===== src/rtl/ddr_frame_writer.sv =====
// ddr_frame_writer
//   Packs 8 RGB888 pixels into one 256-bit word, queues the words in a small
//   FIFO and writes them as single-beat DDR writes into two ping-pong frame
//   buffers. The buffer holding the newest complete frame is published on
//   rd_frame_sel so the read side always sees a whole frame.
//
// Ports (all logic on the rising edge of ddr_clk, rst synchronous active-high)
//   ddr_clk       in   write-side DDR controller clock
//   rst           in   synchronous reset
//   init_done     in   DDR / video front-end initialisation complete
//   frame_start   in   one-cycle start-of-frame pulse (input VS)
//   pix_valid     in   pixel valid
//   pix_data      in   {R,G,B}
//   pix_ready     out  pixel accepted when pix_valid && pix_ready
//   wr_req        out  one-cycle write request
//   wr_addr       out  write address, held until wr_done
//   wr_data       out  write data, held until wr_done
//   awlen         out  burst length-1, always single beat
//   wr_busy       in   write channel busy, only looked at while idle
//   wr_done       in   one-cycle pulse, outstanding write completed
//   frame_done    out  one-cycle pulse, last word of a frame written
//   rd_frame_sel  out  0 = FB0, 1 = FB1, newest complete frame
//   frame_cnt     out  completed frame count, wraps
//
// Write FSM
//   state  | meaning
//   S_IDLE | no write outstanding; issues the FIFO head when allowed
//   S_WAIT | write issued, address/data held until wr_done

module ddr_frame_writer #(
    parameter int                ADDR_W      = 28,
    parameter int                DATA_W      = 256,
    parameter int                FRAME_BEATS = 259200,
    parameter logic [ADDR_W-1:0] FB0_BASE    = 28'h0000000,
    parameter logic [ADDR_W-1:0] FB1_BASE    = 28'h0800000,
    parameter int                BUF_DEPTH   = 16
) (
    input  logic              ddr_clk,
    input  logic              rst,
    input  logic              init_done,
    input  logic              frame_start,
    input  logic              pix_valid,
    input  logic [23:0]       pix_data,
    output logic              pix_ready,
    output logic              wr_req,
    output logic [ADDR_W-1:0] wr_addr,
    output logic [DATA_W-1:0] wr_data,
    output logic [3:0]        awlen,
    input  logic              wr_busy,
    input  logic              wr_done,
    output logic              frame_done,
    output logic              rd_frame_sel,
    output logic [15:0]       frame_cnt
);

    localparam int                PTR_W       = $clog2(BUF_DEPTH);
    localparam int                LAST_OFF_I  = (FRAME_BEATS - 1) * 32;
    localparam logic [ADDR_W-1:0] LAST_OFFSET = LAST_OFF_I[ADDR_W-1:0];
    localparam logic [ADDR_W-1:0] BEAT_STEP   = ADDR_W'(32);
    localparam logic [PTR_W:0]    FIFO_FULL   = BUF_DEPTH[PTR_W:0];

    typedef enum logic {S_IDLE, S_WAIT} state_t;

    state_t              state, state_nxt;
    logic                issue, pop;

    logic [2:0]          pack_cnt;
    logic [7*32-1:0]     pack_word;
    logic [DATA_W-1:0]   full_word;

    logic [DATA_W-1:0]   fifo_mem [BUF_DEPTH];
    logic [PTR_W-1:0]    wr_ptr, rd_ptr;
    logic [PTR_W:0]      fifo_cnt;

    logic [ADDR_W-1:0]   offset;
    logic                wr_sel;
    logic                restart_pend;

    logic                pix_fire, push;
    logic                fs_now, fs_defer, restart_clear;
    logic                last_beat;

    // pix_ready is forced low while rst is held so every output sits at its
    // reset value during reset.
    assign pix_ready = !rst && init_done && !restart_pend &&
                       (pack_cnt != 3'd7 || fifo_cnt < FIFO_FULL);
    assign pix_fire  = pix_valid && pix_ready;

    // Start of frame takes effect at once only when nothing of the old frame
    // is left anywhere; otherwise the partial word is dropped and the queued
    // words drain before the offset is rewound.
    assign fs_now        = frame_start && !restart_pend && fifo_cnt == '0 &&
                           pack_cnt == 3'd0 && state == S_IDLE && !issue;
    assign fs_defer      = frame_start && !restart_pend && !fs_now;
    assign restart_clear = restart_pend && fifo_cnt == '0 && state == S_IDLE;

    // A pixel arriving together with a deferred frame_start belongs to the
    // discarded partial word, so it never completes a word.
    assign push      = pix_fire && pack_cnt == 3'd7 && !fs_defer;
    assign full_word = {8'h00, pix_data, pack_word};
    assign last_beat = (offset == LAST_OFFSET);
    assign awlen     = 4'd0;

    always_ff @(posedge ddr_clk) begin
        if (rst) begin
            pack_cnt  <= '0;
            pack_word <= '0;
        end else if (fs_defer) begin
            pack_cnt  <= '0;
        end else if (pix_fire) begin
            if (pack_cnt != 3'd7) begin
                pack_word[{pack_cnt, 5'd0} +: 32] <= {8'h00, pix_data};
            end
            pack_cnt <= pack_cnt + 3'd1;
        end
    end

    always_ff @(posedge ddr_clk) begin
        if (push) begin
            fifo_mem[wr_ptr] <= full_word;
        end
    end

    always_ff @(posedge ddr_clk) begin
        if (rst) begin
            wr_ptr   <= '0;
            rd_ptr   <= '0;
            fifo_cnt <= '0;
        end else begin
            if (push) begin
                wr_ptr <= wr_ptr + PTR_W'(1);
            end
            if (pop) begin
                rd_ptr <= rd_ptr + PTR_W'(1);
            end
            case ({push, pop})
                2'b10:   fifo_cnt <= fifo_cnt + (PTR_W + 1)'(1);
                2'b01:   fifo_cnt <= fifo_cnt - (PTR_W + 1)'(1);
                default: fifo_cnt <= fifo_cnt;
            endcase
        end
    end

    always_ff @(posedge ddr_clk) begin
        if (rst) begin
            state <= S_IDLE;
        end else begin
            state <= state_nxt;
        end
    end

    always_comb begin
        state_nxt = state;
        issue     = 1'b0;
        pop       = 1'b0;
        case (state)
            S_IDLE: begin
                if (init_done && fifo_cnt != '0 && !wr_busy) begin
                    issue     = 1'b1;
                    state_nxt = S_WAIT;
                end
            end
            S_WAIT: begin
                if (wr_done) begin
                    pop       = 1'b1;
                    state_nxt = S_IDLE;
                end
            end
            default: state_nxt = S_IDLE;
        endcase
    end

    always_ff @(posedge ddr_clk) begin
        if (rst) begin
            wr_req       <= 1'b0;
            wr_addr      <= '0;
            wr_data      <= '0;
            offset       <= '0;
            wr_sel       <= 1'b0;
            rd_frame_sel <= 1'b1;
            frame_done   <= 1'b0;
            frame_cnt    <= '0;
            restart_pend <= 1'b0;
        end else begin
            wr_req     <= issue;
            frame_done <= 1'b0;
            if (issue) begin
                wr_addr <= (wr_sel ? FB1_BASE : FB0_BASE) + offset;
                wr_data <= fifo_mem[rd_ptr];
            end
            if (pop) begin
                if (last_beat) begin
                    offset       <= '0;
                    rd_frame_sel <= wr_sel;
                    wr_sel       <= ~wr_sel;
                    frame_done   <= 1'b1;
                    frame_cnt    <= frame_cnt + 16'd1;
                end else begin
                    offset <= offset + BEAT_STEP;
                end
            end else if (fs_now || restart_clear) begin
                offset <= '0;
            end
            if (fs_defer) begin
                restart_pend <= 1'b1;
            end else if (restart_clear) begin
                restart_pend <= 1'b0;
            end
        end
    end

endmodule


===== config.mk =====
export PLATFORM = sky130hd
export DESIGN_NAME = ddr_frame_writer
export DESIGN_NICKNAME = d
export VERILOG_FILES = /design/src/rtl/ddr_frame_writer.sv
export SDC_FILE = /design/constraint.sdc
export NUM_CORES = 2
export LEC_CHECK = 0
export ABC_AREA = 1
export BUFFER_PORTS_ARGS = -buffer_cell sky130_fd_sc_hd__buf_2
export CELL_PAD_IN_SITES_DETAIL_PLACEMENT = 1
export CELL_PAD_IN_SITES_GLOBAL_PLACEMENT = 2
export CORE_AREA = 2 2 576 578
export DETAILED_ROUTE_END_ITERATION = 10
export DIE_AREA = 0 0 578 580
export GPL_ROUTABILITY_DRIVEN = 0
export PLACE_DENSITY = 0.78
export SYNTH_ARGS = -nofsm -noshare
export SYNTH_HDL_FRONTEND = slang
export SYNTH_SLANG_ARGS = --single-unit

===== constraint.sdc =====
create_clock -name ddr_clk -period 17.63 [get_ports ddr_clk]
set_clock_uncertainty 0.15 [all_clocks]
set_input_delay 3.526 -clock ddr_clk [delete_from_list [all_inputs] [get_ports ddr_clk]]
set_output_delay 3.526 -clock ddr_clk [all_outputs]
set_load 0.01 [all_outputs]

==> impl_metrics.ini <==
[sta]
setup_viol = 0
worst_hold_slack_ns = 0.336
tightest_slew_ns = 1.28
period_share_pct = 47.6
slew_viol_final = 0
rsz0062_at_grt = no
timing.slew.headroom_pct = 15.0
hold_viol = 0
setup_tns_ns = 0
fin_crit_ns = 8.40
fmax_mhz = 119

[power]
cellLeakagePower_uw = 0.0583
power.density_nw_per_um2 = 109
peakVddDrop_uv = 77.8

[clocking]
clockRootBuffer = clkbuf_16
clk_pin_slew_ns = 0.06
cts_sinks = 3516
cts_buffer_depth = 4
cts_tree = yes
cts_resized = 0
cts_made_buffers = 377
hold_buffers = 0
post_cts_buffers = 0
htree_levels = 5
worstSkewPairLatency_ns = 0.96

[synthesis]
yosysSeqAreaShare_pct = 71.8
synth_cell_types = 39
yosysMostFrequentCell = edfxtp_1
async_flop_share_pct = 0
synth.top_cell.area_share_pct = 65.5
synth_edf_count = 3072
ys_ff_latch = 3516
syn_inst = 12400
avgSynthCellArea_um2 = 11.3
yosys-top-cells-count = edfxtp_1 (3072), nor2_1 (2367), nand2_1 (1946)
synthFlopType = edfxtp_1
yosys-top-cells-area = edfxtp_1 (65%), dfxtp_1 (6.3%), nor2_1 (6.3%)
yosysWarningCount = 0
syn_area_um2 = 141000
synth_area_leader_cell = edfxtp_1

[detailed_routing]
drtIter0Drc = 9615
wl_per_cell_um = 26.5
ant_nets = 0
wl_mm = 453
via_per_inst = 5.70
vias = 97700
drc = 0
drtPass1Iterations = 5

[run_status]
status = completed

[worst_hold_path]
hold_path.class = reg -> reg
whs_path_depth = 2
hp-start = restart_pend
min_to = restart_pend

[global_route]
grt_pass1_vias = 101000
grt_max_degree = 200
antenna_found_initial = 25
grt_pass1_wl_mm = 670
grtUsageTotal_pct = 26.6
grt_overflow = 0

[die]
row_count = 211
core-area_um2 = 329000
die_h_um = 580
start_util_pct = 42.8
die_x_um = 578
ioPinCount = 339
die-area_um2 = 335000

[final_layout]
final_nets = 12500
drive_above_1_share_pct = 8.17
area_delta_synth_final_pct = 12.0

[setup_path]
critPathMaxFanout = 81
cp_data_arrival_time_ns = 4.72
startpoint_type = input pin
timing.rr.end = wr_data[82]
end_kind = output pin
r2r_start = rd_ptr[0]
reg2reg_depth = 15
reg2reg_slack_ns = 11.18
crit_type = in -> out
required_ns = 13.95

[run]
maxCapViolCount = 0

[placement]
dp_hpwl_mm = 241
port_buffers = 265
==> stage by stage <==
stage                     total power, uW  setup slack [ns]  instances  utilization (%)  area (um^2)
after floorplan                      9190              4.25      12500                -       141000
after global placement               9250              8.45      16400             44.1       145000
after global routing                17600              9.08      17100             47.9       158000
after detailed placement             9260              8.32      16400             44.1       145000
final                               17100              9.23      17100             47.9       158000
after CTS                           17300              9.14      17100             47.9       158000
==> placed cells by master (no fill, tap or decap), drive strengths merged <==
cell type / n
diode: 10
o21bai: 1
o211ai: 239
nand3b: 1
dfxtp: 444
nand4: 121
xnor2: 3
o21ai: 1114
a21o: 1
nor4: 2
and2: 2
or2: 1
clkbuf: 524
a21oi: 245
edfxtp: 3072
ha: 17
nor3: 46
nand3: 1502
conb: 73
nand2: 1949
inv: 406
xor2: 19
nor2: 2372
buf: 443
a211oi: 3
clkinv: 103
clkinvlp: 16
o22ai: 6
bufinv: 35
==> cell families (layout without fill, tap and decap cells) <==
family / after synthesis / count (layout) / share of synthesized area (%)
buffers and inverters: 1286 / 1527 / 4.17
other: 1 / 83 / 0.00266
adder cells (fa/ha/maj): 17 / 17 / 0.151
AO/OA/AOI/OAI: 1609 / 1609 / 6.16
flip-flops: 3516 / 3516 / 71.8
AND/OR/NAND/NOR: 5996 / 5996 / 17.6
XOR/XNOR: 22 / 22 / 0.137
==> where the power goes <==
part           internal (uW)  total, uW  switching [uW]
sequential              8950       8960            15.7
clock                   4720       8060            3340
combinational           14.3        121             106
total                  13700      17100            3470
==> routing by layer <==
metal,global-route usage (%),routed length (um),vias to the layer above,share of wire (%)
met3,3.63,28100,598,6.2
li1,-,-,43300,-
met4,6.42,10700,2,2.4
met5,0,13,-,0.0029
met2,43.0,213000,3109,47
met1,37.9,202000,50700,44
==> critical path, stage by stage <==
cell and delay [ns]:
buf_8 0.42, inv_4 0.34, nand3_2 0.19, nor2_1 0.07
buf_2 0.14
==> how the worst max path moves through the flow <==
stage,from,end,cells after the start
2_1_floorplan,rst,fifo_mem[0][0],8
3_3_place_gp,rst,fifo_mem[10][174],12
5_1_grt,rst,pix_ready,5
4_1_cts,rst,pix_ready,5
3_5_place_dp,rst,fifo_mem[10][174],12
6_report,rst,pix_ready,5
==> layout make-up <==
class / instances / area, um^2
multi-input combinational: 7717 / 34300
tap: 4366 / 5460
clock inverter: 168 / 1850
inverter: 392 / 1520
sequential: 3516 / 101000
fill: 34600 / 171000
antenna: 10 / 25.0
timing repair buffer: 443 / 2840
clock buffer: 524 / 10600
==> flip-flops by register name (all words and copies together), names as in the netlist, 3 cells and up <==
name / flops
fifo_mem: 3072
wr_data: 192
pack_word: 168
offset: 23
wr_addr: 23
frame_cnt: 16
fifo_cnt: 5
rd_ptr: 4
wr_ptr: 4
pack_cnt: 3
No activity file was read; power rests on OpenSTA's default activity.
